[src/rtl/spi_master_ctrl.sv]
// spi_master_ctrl: mode-0 SPI initiator (SCLK idles low, MISO sampled on the
// rising edge, MOSI updated on the falling edge, MSB first) driving an 8-way
// active-low one-hot chip-select bus.
// Optional feature macro: SPI_MASTER_LOOPBACK_EN adds a 'loopback' input that
// feeds the registered MOSI back into the receive path instead of the MISO pin.
module spi_master_ctrl #(
  parameter  int DATA_W  = 32,
  parameter  int CLK_DIV = 4,
  localparam int LEN_W   = $clog2(DATA_W + 1)
) (
  input  logic              clk,
  input  logic              rst_n,
  input  logic              start,
  input  logic [2:0]        cs_idx,
  input  logic [LEN_W-1:0]  len,
  input  logic [DATA_W-1:0] tx_data,
  output logic              busy,
  output logic              done,
  output logic [DATA_W-1:0] rx_data,
  output logic              sclk,
  output logic [7:0]        cs,
  output logic              mosi,
`ifdef SPI_MASTER_LOOPBACK_EN
  input  logic              loopback,
`endif
  input  logic              miso
);

  localparam int                DIV_W      = (CLK_DIV > 1) ? $clog2(CLK_DIV) : 1;
  localparam logic [DIV_W-1:0]  DIV_RELOAD = DIV_W'(CLK_DIV - 1);
  localparam logic [LEN_W-1:0]  LEN_MAX    = LEN_W'(DATA_W);

  // A divider of zero would never let SCLK advance; refuse to elaborate.
  if (CLK_DIV < 1) begin : g_bad_clk_div
    $error("spi_master_ctrl: CLK_DIV must be at least 1");
  end

  typedef enum logic [2:0] {
    IDLE,
    SETUP,
    SHIFT_HI,
    SHIFT_LO,
    HOLD
  } state_t;

  state_t            state_q,   state_d;
  logic [DIV_W-1:0]  div_q,     div_d;
  logic [LEN_W-1:0]  bits_q,    bits_d;
  logic [DATA_W-1:0] tx_sh_q,   tx_sh_d;
  logic [DATA_W-1:0] rx_sh_q,   rx_sh_d;
  logic [DATA_W-1:0] rx_data_q, rx_data_d;
  logic [7:0]        cs_q,      cs_d;
  logic              sclk_q,    sclk_d;
  logic              mosi_q,    mosi_d;
  logic              busy_q,    busy_d;
  logic              done_q,    done_d;

  logic [LEN_W-1:0]  eff_len;
  logic [DATA_W-1:0] tx_aligned;
  logic              sample_bit;

  // Request decode: clamp the length and left-align the word so the MSB of the
  // transfer always sits at the top of the shift register.
  always_comb begin
    eff_len    = (len > LEN_MAX) ? LEN_MAX : len;
    tx_aligned = tx_data << (LEN_MAX - eff_len);
`ifdef SPI_MASTER_LOOPBACK_EN
    sample_bit = loopback ? mosi_q : miso;
`else
    sample_bit = miso;
`endif
  end

  // Next-state and next-output logic for the transfer sequencer.
  always_comb begin
    // NOTE: every _d signal gets a default first so no path through the case can infer a latch.
    state_d   = state_q;
    div_d     = div_q;
    bits_d    = bits_q;
    tx_sh_d   = tx_sh_q;
    rx_sh_d   = rx_sh_q;
    rx_data_d = rx_data_q;
    cs_d      = cs_q;
    sclk_d    = sclk_q;
    mosi_d    = mosi_q;
    busy_d    = busy_q;
    done_d    = 1'b0;

    unique case (state_q)
      IDLE: begin
        if (busy_q) begin
          // Done cycle just ended; busy drops here, so a start seen now is ignored.
          busy_d = 1'b0;
        end else if (start) begin
          busy_d = 1'b1;
          if (eff_len == '0) begin
            done_d = 1'b1;
          end else begin
            cs_d    = ~(8'h01 << cs_idx);
            tx_sh_d = tx_aligned;
            mosi_d  = tx_aligned[DATA_W-1];
            bits_d  = eff_len;
            div_d   = DIV_RELOAD;
            rx_sh_d = '0;
            state_d = SETUP;
          end
        end
      end

      SETUP, SHIFT_LO: begin
        if (div_q == '0) begin
          sclk_d  = 1'b1;
          rx_sh_d = {rx_sh_q[DATA_W-2:0], sample_bit};
          div_d   = DIV_RELOAD;
          state_d = SHIFT_HI;
        end else begin
          div_d = div_q - DIV_W'(1);
        end
      end

      SHIFT_HI: begin
        if (div_q == '0) begin
          sclk_d = 1'b0;
          div_d  = DIV_RELOAD;
          if (bits_q > LEN_W'(1)) begin
            bits_d  = bits_q - LEN_W'(1);
            tx_sh_d = {tx_sh_q[DATA_W-2:0], 1'b0};
            mosi_d  = tx_sh_q[DATA_W-2];
            state_d = SHIFT_LO;
          end else begin
            // Last bit: MOSI keeps its value through the hold phase.
            bits_d  = '0;
            state_d = HOLD;
          end
        end else begin
          div_d = div_q - DIV_W'(1);
        end
      end

      HOLD: begin
        if (div_q == '0) begin
          cs_d      = 8'hff;
          sclk_d    = 1'b0;
          done_d    = 1'b1;
          rx_data_d = rx_sh_q;
          state_d   = IDLE;
        end else begin
          div_d = div_q - DIV_W'(1);
        end
      end

      default: state_d = IDLE;
    endcase
  end

  // State and registered outputs; reset aborts any transfer without a done pulse.
  always_ff @(posedge clk or negedge rst_n) begin
    // NOTE: non-blocking assignments only, so every flop updates from pre-edge values.
    if (!rst_n) begin
      state_q   <= IDLE;
      div_q     <= '0;
      bits_q    <= '0;
      tx_sh_q   <= '0;
      rx_sh_q   <= '0;
      rx_data_q <= '0;
      cs_q      <= 8'hff;
      sclk_q    <= 1'b0;
      mosi_q    <= 1'b0;
      busy_q    <= 1'b0;
      done_q    <= 1'b0;
    end else begin
      state_q   <= state_d;
      div_q     <= div_d;
      bits_q    <= bits_d;
      tx_sh_q   <= tx_sh_d;
      rx_sh_q   <= rx_sh_d;
      rx_data_q <= rx_data_d;
      cs_q      <= cs_d;
      sclk_q    <= sclk_d;
      mosi_q    <= mosi_d;
      busy_q    <= busy_d;
      done_q    <= done_d;
    end
  end

  assign busy    = busy_q;
  assign done    = done_q;
  assign rx_data = rx_data_q;
  assign sclk    = sclk_q;
  assign cs      = cs_q;
  assign mosi    = mosi_q;

endmodule

[config.mk]
export PLATFORM = sky130hd
export DESIGN_NAME = spi_master_ctrl
export DESIGN_NICKNAME = d
export VERILOG_FILES = /design/src/rtl/spi_master_ctrl.sv
export SDC_FILE = /design/constraint.sdc
export NUM_CORES = 1
export LEC_CHECK = 0
export CAP_MARGIN = 20
export CORE_MARGIN = 2
export CORE_UTILIZATION = 59
export DETAILED_ROUTE_END_ITERATION = 10
export GPL_TIMING_DRIVEN = 0
export PLACE_DENSITY = 0.84
export SLEW_MARGIN = 5
export SYNTH_ARGS = -nofsm -noshare
export SYNTH_HDL_FRONTEND = slang
export SYNTH_SLANG_ARGS = --single-unit
[constraint.sdc]
create_clock -name clk -period 5.7 [get_ports clk]
set_input_delay 1.14 -clock clk [delete_from_list [all_inputs] [get_ports clk]]
set_output_delay 1.14 -clock clk [all_outputs]
set_load 0.005 [all_outputs]
==> metrics, run 1 <==
syn nets=777; nets@finish=885; Fill cells=835; CP required=6040 ps; Setup TNS Final=0 ps; vias in the first global route=6,135; Root Buffer=clkbuf_16; DRT iter0 DRCs=833; critical-path cell list=clkdlybuf4s50_1, nor2b_1, buf_2, inv_1, buf_2, buf_2, ha_1, buf_6, xor2_2, buf_6, mux2i_1, o21ai_0, a221oi_1, a221oi_1; Die ar.=13,000 um2; pwr dens=460 nW/um2; f_max=215 MHz; DRT Pass-1 Iters=8; setup bufs post-CTS=0; pins over their slew limit=0; H-tree depth reported by CTS=4; # diodes=0; core area=11,900 um2; VDD IR max=0.255 mV; largest net degree at the start of global routing=87; number of flops mapped to enable cells by yosys=0; die height=114 um; Pleak=3.74 nW; IO buf count=87; Avg Cell Area, Syn=9.84 um2; slowest stage delay, CP=700 ps; leading cell type in the layout, fill and taps excluded=nand2_1; Final Core Density=74.5%; chip width=114 um; cell family with most CP delay=buffers and inverters; final hold vios=0; status=finished clean; worst-skew pair later-pin latency=440 ps; Max-Slew Margin vs Limit=36.5%; RSZ-0062 raised after global routing=false; fraction of layout cells with a size suffix above 1=19.1%; TritonCTS buffer count=17; Arrival @ worst endpoint=4990 ps; worst-case clock buffer depth=2; Synth cell types=70; Setup CP Type=in2reg; critical path's slowest cell=o21ai_0; Yosys warning count=0; setup violators final=0; Site Rows=40; GRT overflow=0; # resized after CTS=0; crit path time final=4640 ps; antenna violations before repair=0; multi-input logic area=3870 um2; Worst-Margin Slew=944 ps; post-detail-place hpwl=14.4 mm; CP Launch Type=primary input; Min-Delay Path Class=reg2reg; final WL=20.3 mm; first-pass GRT wire length=32.7 mm; antenna-violating nets left=0; Critical Path End Type=flip-flop; clock skew=16.1 ps; Sequential Area=2960 um2; Post-Place Worst Slack=722 ps; Final GP Congestion=0.945; Final Cycle Share=81.5%; post-DR vias/cell=6.44; Mapped Cells=728; setup ws final=1060 ps; post-synthesis sequential area ratio=41.3%; commonest non-fill, non-tap cells in the layout=nand2_1 (126), dfrtp_1 (110), clkdlybuf4s50_1 (86); I/O pins=89; Max FO, Critical Path=10; Remaining DRCs=0; Post-CTS Hold Fix Bufs=0; Layout area overhead=23.8%; area of the mapped netlist=7170 um2; register bit count reported by yosys=118; CTS tree=done; ys flop type=dfrtp_1; maxcap violations=0; via count=6,418; Initial Utilization=60.2%; total power=0.00408 W; wire per inst=20.3 um; Worst Path Buf+Inv=7; Total Routing Usage GR=32.5%; most frequent CP cell=buf_2; CTS Sinks=118; CTS clock-pin slew for the worst setup and hold paths=70 ps; ys async rst share=100%
worst min-delay path, cell delays in order, from the launching register on:
cell and delay [ps]:
dfstp_2 360, nand2_1 40, o21ai_0 70
metrics by stage:
stage | std cells | area [um2] | hold slack [ps]
after floorplan | 728 | 7170 | 439
after global placement | 962 | 8220 | 462
after detailed placement | 964 | 8250 | 459
after CTS | 996 | 8870 | 479
after global routing | 996 | 8870 | 491
final | 996 | 8870 | 482
state kept, by name, summed over array words and instances (netlist names):
| name | flops |
|---|---|
| bits_q | 6 |
| busy | 1 |
| cs | 8 |
| div_q | 2 |
| done | 1 |
| mosi | 1 |
| rx_data | 32 |
| rx_sh_q | 32 |
| sclk | 1 |
| state_q | 3 |
| tx_sh_q | 31 |
layer usage:
layer | routed length [um] | vias to the layer above | global-route usage [%]
met5 | 0 | - | 0
met4 | 546 | 0 | 12.2
met3 | 1220 | 49 | 5.24
met2 | 10100 | 331 | 53.3
met1 | 8440 | 3160 | 43.9
li1 | - | 2878 | -
path summary, 6_finish.rpt:
path                                             from                 endpoint  slack [ps]  depth (start not counted)
worst max-delay path                           len[0]  tx_sh_q[20]$_DFFE_PN0P_        1060                         14
worst min-delay path                cs[0]$_DFFE_PN1P_        cs[0]$_DFFE_PN1P_         480                          2
worst max register to register  bits_q[0]$_DFFE_PN0P_   tx_sh_q[2]$_DFFE_PN0P_        2800                          9
worst min register to register      cs[0]$_DFFE_PN1P_        cs[0]$_DFFE_PN1P_         480                          2
max in group asynchronous                       rst_n  rx_sh_q[17]$_DFFE_PN0P_        4400                          2
min in group asynchronous                       rst_n    bits_q[1]$_DFFE_PN0P_         580                          1
cell usage after synthesis, types with 2 or more instances:
master | number | area share, %
a211oi_1 | 6 | 0.63
a21o_1 | 3 | 0.31
a21oi_1 | 26 | 1.8
a221o_1 | 3 | 0.42
a221oi_1 | 16 | 2.0
a221oi_2 | 2 | 0.42
a22o_1 | 4 | 0.49
a31oi_1 | 6 | 0.52
a32oi_1 | 4 | 0.49
and3_1 | 2 | 0.17
buf_1 | 3 | 0.16
buf_2 | 21 | 1.5
buf_4 | 3 | 0.31
buf_6 | 6 | 0.94
clkbuf_1 | 23 | 1.2
dfrtp_1 | 110 | 38
dfstp_2 | 8 | 2.9
ha_1 | 4 | 0.70
inv_1 | 11 | 0.58
mux2_2 | 50 | 7.9
mux2i_1 | 30 | 4.2
mux4_2 | 26 | 8.2
nand2_1 | 126 | 6.6
nand2b_1 | 7 | 0.61
nand3_1 | 11 | 0.77
nor2_1 | 59 | 3.1
nor2b_1 | 6 | 0.52
nor3_1 | 12 | 0.84
nor3b_1 | 6 | 0.63
o211a_1 | 3 | 0.42
o211ai_1 | 13 | 1.4
o21ai_0 | 67 | 4.7
o21ai_1 | 3 | 0.21
o21bai_1 | 2 | 0.21
o31ai_1 | 8 | 0.84
o32a_1 | 2 | 0.28
or3_1 | 2 | 0.17
xnor2_1 | 2 | 0.24
layout make-up:
class                           instances  share of cell area (%)
Buffer                                 56                    3.30
Sequential cell                       118                    33.4
Tap cell                              147                    2.07
Timing Repair Buffer                   89                    10.2
Inverter                               12                   0.508
Clock buffer                           17                    4.79
Clock inverter                         15                    2.20
Multi-Input combinational cell        542                    43.6
power by group:
part	internal (W)	switching, W	total (W)
clock network	0.000697	0.000433	0.00113
registers	0.00116	0.000215	0.00137
logic	0.000615	0.000965	0.00158
cell families after synthesis:
group | after synthesis | synth area share [%]
buf+inv | 68 | 4.71
fa+ha+maj | 4 | 0.698
xor+xnor | 5 | 0.978
compound gates | 182 | 16.9
simple gates | 245 | 15.1
flops | 118 | 41.3
mux | 106 | 20.2
No activity file was read; power rests on OpenSTA's default activity.
==> run 2: changes to the inputs <==
--- a/config.mk
+++ b/config.mk
@@ -7,10 +7,10 @@
 export LEC_CHECK = 0
 export CAP_MARGIN = 20
 export CORE_MARGIN = 2
-export CORE_UTILIZATION = 59
+export CORE_UTILIZATION = 57
 export DETAILED_ROUTE_END_ITERATION = 10
 export GPL_TIMING_DRIVEN = 0
-export PLACE_DENSITY = 0.84
+export PLACE_DENSITY = 0.82
 export SLEW_MARGIN = 5
 export SYNTH_ARGS = -nofsm -noshare
 export SYNTH_HDL_FRONTEND = slang
==> constraint.sdc (replaced) <==
create_clock -name clk -period 4.5 [get_ports clk]
set_input_delay 0.9 -clock clk [delete_from_list [all_inputs] [get_ports clk]]
set_output_delay 0.9 -clock clk [all_outputs]
set_load 0.005 [all_outputs]
==> metrics, run 2 (same netlist as run 1, synthesis figures left out) <==
launch point of the worst reg-to-reg path=bits_q[0]$_DFFE_PN0P_ (unchanged); DRT Pass-1 Iters=5 (was 8); antenna violations before repair=0 (unchanged); GRT overflow=0 (unchanged); Pleak=3.72 nW (was 3.74 nW); Total Routing Usage GR=31.8% (was 32.5%); slowest stage delay, CP=570 ps (was 700 ps); hold_ws=373 ps (was 482 ps); Final GP Congestion=0.996 (was 0.945); most frequent CP cell=buf_2 (unchanged); post-detail-place hpwl=14.7 mm (was 14.4 mm); leading cell type in the layout, fill and taps excluded=nand2_1 (unchanged); Die ar.=13,500 um2 (was 13,000 um2); Worst setup endpoint=tx_sh_q[29]$_DFFE_PN0P_ (was tx_sh_q[20]$_DFFE_PN0P_); Final Cycle Share=95.5%; IO buf count=87 (unchanged); post-DR vias/cell=6.21 (was 6.44); CP required=4800 ps (was 6040 ps); pwr dens=569 nW/um2 (was 460 nW/um2); Setup CP Type=in2reg (unchanged); commonest non-fill, non-tap cells in the layout=nand2_1 (126), dfrtp_1 (110), clkdlybuf4s50_1 (86) (unchanged); r2r worst-path depth=9 (unchanged); Layout area overhead=23.9% (was 23.8%); CP Launch Type=primary input (unchanged); Min-Delay Path Class=in2async (was reg2reg); # diodes=0 (unchanged); largest net degree at the start of global routing=84 (was 87); Post-CTS Hold Fix Bufs=0 (unchanged); Worst setup startpoint=len[0] (unchanged); antenna-violating nets left=0 (unchanged); Initial Utilization=58.9% (was 60.2%); final WL=20.0 mm (was 20.3 mm); first-pass GRT wire length=32.7 mm (about the same); CTS tree=done (unchanged); via count=6,311 (was 6,418); Max FO, Critical Path=10 (unchanged); CTS clock-pin slew for the worst setup and hold paths=60 ps (was 70 ps); Worst Path Buf+Inv=8 (was 7); reg2reg setup slack=1700 ps (was 2800 ps); RSZ-0062 raised after global routing=false (unchanged); nets@finish=885 (unchanged); core area=12,200 um2 (was 11,900 um2); total power=0.00506 W (was 0.00408 W); wire per inst=19.7 um (was 20.3 um); Arrival @ worst endpoint=4590 ps (was 4990 ps); status=finished clean (unchanged); worst-case clock buffer depth=2 (unchanged); die height=116 um (was 114 um); critical path's slowest cell=clkdlybuf4s50_1 (was o21ai_0); critical-path cell list=clkdlybuf4s50_1, nor2b_1, buf_2, inv_1, clkbuf_4, buf_2, ha_1, buf_2, buf_6, clkbuf_4, mux2i_1, nand2_1, o211ai_1, o31ai_1, o211a_1, o32a_1 (was clkdlybuf4s50_1, nor2b_1, buf_2, inv_1, buf_2, buf_2, ha_1, buf_6, xor2_2, buf_6, mux2i_1, o21ai_0, a221oi_1, a221oi_1); DRT iter0 DRCs=566 (was 833); H-tree depth reported by CTS=4 (unchanged); crit path time final=4300 ps; Levels on crit path=16 (was 14); clock skew=4.90 ps (was 16.1 ps); I/O pins=89 (unchanged); TritonCTS buffer count=17 (unchanged); vias in the first global route=6,210 (was 6,135); VDD IR max=0.412 mV (was 0.255 mV); Root Buffer=clkbuf_16 (unchanged); Max-Slew Margin vs Limit=32.7% (was 36.5%); f_max=233 MHz; fraction of layout cells with a size suffix above 1=19.6% (was 19.1%); final hold vios=0 (unchanged); Worst-Margin Slew=1000 ps (was 944 ps); pins over their slew limit=0 (unchanged); Finished Cell Area=8880 um2 (was 8870 um2); CTS Sinks=118 (unchanged); dpl cell area=8280 um2 (was 8250 um2); worst-skew pair later-pin latency=420 ps (was 440 ps); setup violators final=0 (unchanged); Remaining DRCs=0 (unchanged); maxcap violations=0 (unchanged); reg2reg end=tx_sh_q[2]$_DFFE_PN0P_ (unchanged); chip width=116 um (was 114 um); Site Rows=40 (unchanged); Critical Path End Type=flip-flop (unchanged); cell family with most CP delay=buffers and inverters (unchanged)
==> run 2: how the worst min path moves through the flow <==
stage,start,cells after the start,endpoint
3_5_place_dp,tx_sh_q[0]$_DFFE_PN0P_,2,tx_sh_q[0]$_DFFE_PN0P_
4_1_cts,rst_n,1,div_q[1]$_DFFE_PN0P_
5_1_grt,rst_n,1,div_q[0]$_DFFE_PN0P_
6_report,rst_n,1,state_q[1]$_DFFE_PN0P_
3_3_place_gp,tx_sh_q[0]$_DFFE_PN0P_,2,tx_sh_q[0]$_DFFE_PN0P_
2_1_floorplan,tx_sh_q[0]$_DFFE_PN0P_,2,tx_sh_q[0]$_DFFE_PN0P_
==> run 2: metal layers <==
layer  vias up  part of all wire (%)  track usage, %
met5         -                     0               0
met4         0                   3.7            13.7
met3        56                   6.5            6.85
met2       264                    48            50.1
met1      3109                    42            42.9
li1       2882                     -               -
==> run 2: layout make-up <==
cell class,count,area [um2]
Clock buffer,18,429
Tap cell,168,210
Fill cell,878,3280
Buffer,56,299
Timing Repair Buffer,89,903
Multi-Input combinational cell,542,3880
Sequential cell,118,2960
Clock inverter,14,151
Inverter,12,45.0
==> run 2: power by group <==
group	total, W	switching [W]	internal [W]
clock network	0.00132	0.000501	0.000817
registers	0.00172	0.000253	0.00146
logic	0.00202	0.00124	0.000784
total	0.00506	0.00199	0.00307
==> run 2: through the flow <==
stage	util [%]	instances	setup TNS, ps	setup slack [ps]
final	73.0	1017	0	203
after global routing	73.0	1017	0	8.74
after CTS	72.9	1017	0	16.6
after detailed placement	68.1	985	-5560	-340
after global placement	67.8	983	-209770	-1840
after floorplan	-	728	0	856
==> run 2: what timing repair did <==
item | in CTS | in global routing
gates resized for setup | 0 | 9
setup endpoints to repair | 0 | 23
setup buffers | 0 | 0
==> run 3: changes to the inputs <==
--- a/config.mk
+++ b/config.mk
@@ -10,8 +10,10 @@
 export CORE_UTILIZATION = 57
 export DETAILED_ROUTE_END_ITERATION = 10
 export GPL_TIMING_DRIVEN = 0
+export MAX_ROUTING_LAYER = met4
 export PLACE_DENSITY = 0.82
 export SLEW_MARGIN = 5
 export SYNTH_ARGS = -nofsm -noshare
 export SYNTH_HDL_FRONTEND = slang
 export SYNTH_SLANG_ARGS = --single-unit
+export TNS_END_PERCENT = 100
==> metrics, run 3 (same netlist as run 1, synthesis figures left out) <==
Pleak=3.74 nW (was 3.72 nW); antenna violations before repair=0 (unchanged); Final GP Congestion=0.967 (was 0.996); leading cell type in the layout, fill and taps excluded=nand2_1 (unchanged); DRT iter0 DRCs=579 (was 566); launch point of the worst reg-to-reg path=bits_q[0]$_DFFE_PN0P_ (unchanged); Critical Path End Type=flip-flop (unchanged); # diodes=0 (unchanged); Worst setup startpoint=len[0] (unchanged); dpl cell area=8280 um2 (about the same); chip width=116 um (unchanged); fraction of layout cells with a size suffix above 1=19.6% (about the same); worst-case clock buffer depth=2 (unchanged); f_max=233 MHz (about the same); Total Routing Usage GR=34.0% (was 31.8%); H-tree depth reported by CTS=4 (unchanged); Post-CTS Hold Fix Bufs=0 (unchanged); Setup CP Type=in2reg (unchanged); TritonCTS buffer count=17 (unchanged); Layout area overhead=24.2% (was 23.9%); Max-Slew Margin vs Limit=35.0% (was 32.7%); met3 WL=1.31 mm (about the same); I/O pins=89 (unchanged); Min-Delay Path Class=in2async (unchanged); pins over their slew limit=0 (unchanged); CTS tree=done (unchanged); CP required=4800 ps (about the same); maxcap violations=0 (unchanged); commonest non-fill, non-tap cells in the layout=nand2_1 (126), dfrtp_1 (110), clkdlybuf4s50_1 (86) (unchanged); Site Rows=40 (unchanged); CTS Sinks=118 (unchanged); GRT overflow=0 (unchanged); worst-skew pair later-pin latency=410 ps (was 420 ps); Die ar.=13,500 um2 (unchanged); DRT Pass-1 Iters=5 (unchanged); setup ws final=199 ps (was 203 ps); wire per inst=20.8 um (was 19.7 um); max layer used=met4 (unchanged); Final Cycle Share=95.6% (was 95.5%); core area=12,200 um2 (unchanged); wire length on met1=8.69 mm (was 8.37 mm); wire length on met2=10.5 mm (was 9.63 mm); CTS clock-pin slew for the worst setup and hold paths=60 ps (about the same); antenna-violating nets left=0 (unchanged); post-DR vias/cell=6.36 (was 6.21); final WL=21.2 mm (was 20.0 mm); Remaining DRCs=0 (unchanged); clock skew=8.91 ps (was 4.90 ps); Worst-Margin Slew=967 ps (was 1000 ps); Arrival @ worst endpoint=4600 ps (was 4590 ps); Initial Utilization=58.9% (unchanged); largest net degree at the start of global routing=93 (was 84); RSZ-0062 raised after global routing=false (unchanged); Post-Place Worst Slack=-297 ps (was -340 ps); via count=6,484 (was 6,311); vias in the first global route=6,449 (was 6,210); first-pass GRT wire length=34.0 mm (was 32.7 mm); crit path time final=4300 ps (about the same); Max FO, Critical Path=10 (unchanged); status=finished clean (unchanged); Finished Cell Area=8900 um2 (was 8880 um2); IO buf count=87 (unchanged); Root Buffer=clkbuf_16 (unchanged); post-detail-place hpwl=15.2 mm (was 14.7 mm); CP Launch Type=primary input (unchanged); final hold vios=0 (unchanged); nets@finish=887 (was 885); hold_ws=346 ps (was 373 ps); VDD IR max=0.430 mV (was 0.412 mV); pwr dens=576 nW/um2 (was 569 nW/um2); die height=116 um (unchanged); setup violators final=0 (unchanged)
run 3: layout make-up:
type | count | area [um2]
clock buffer | 18 | 439
sequential | 118 | 2960
buffer | 56 | 298
fill | 879 | 3260
tap | 168 | 210
multi-input combinational | 542 | 3870
inverter | 12 | 45.0
timing repair buffer | 91 | 920
clock inverter | 14 | 150
run 3: routing by layer:
metal  GRT usage (%)  vias to the layer above
met5               -                        -
met4            13.8                        0
met3            7.42                       58
met2            54.6                      300
met1            42.1                     3252
li1                -                     2874
run 3: what timing repair did:
item,4_1_cts,5_1_grt
buffers inserted,0,2
setup endpoints to repair,0,21
gates resized for setup,0,5
run 3: worst paths after layout:
kind                                                end  slack [ps]  cells past startpoint
min in group clk                      cs[0]$_DFFE_PN1P_         490                      2
worst max register to register  tx_sh_q[15]$_DFFE_PN0P_        1490                      9
max in group asynchronous       tx_sh_q[11]$_DFFE_PN0P_        3420                      2
worst max-delay path            tx_sh_q[18]$_DFFE_PN0P_         200                     16
worst min register to register        cs[0]$_DFFE_PN1P_         490                      2
worst min-delay path              bits_q[4]$_DFFE_PN0P_         350                      1
run 3: through the flow:
| stage | cells | TNS, ps | util, % | power (W) |
|---|---|---|---|---|
| after global placement | 983 | -199620 | 67.8 | 0.00360 |
| final | 1019 | 0 | 73.2 | 0.00513 |
| after global routing | 1019 | 0 | 73.2 | 0.00543 |
| after CTS | 1016 | 0 | 72.9 | 0.00508 |
| after detailed placement | 984 | -5720 | 68.1 | 0.00369 |
| after floorplan | 728 | 0 | - | 0.00300 |
run 3: power by group:
group	switching, W	internal [W]
Combinational	0.00127	0.000786
Sequential	0.000267	0.00146
Clock	0.000507	0.000833
Total	0.00205	0.00308
run 3: worst max-delay path, cell delays in order:
cell and delay, ps:
clkdlybuf4s50_1 590, nor2b_1 150, buf_2 170, inv_1 90, clkbuf_4 210, buf_2 220, ha_1 290, buf_2 190
buf_6 180, buf_6 190, mux2i_2 310, mux2i_1 210, mux2_2 330, a222oi_1 290, o211ai_1 160, o21a_1 120
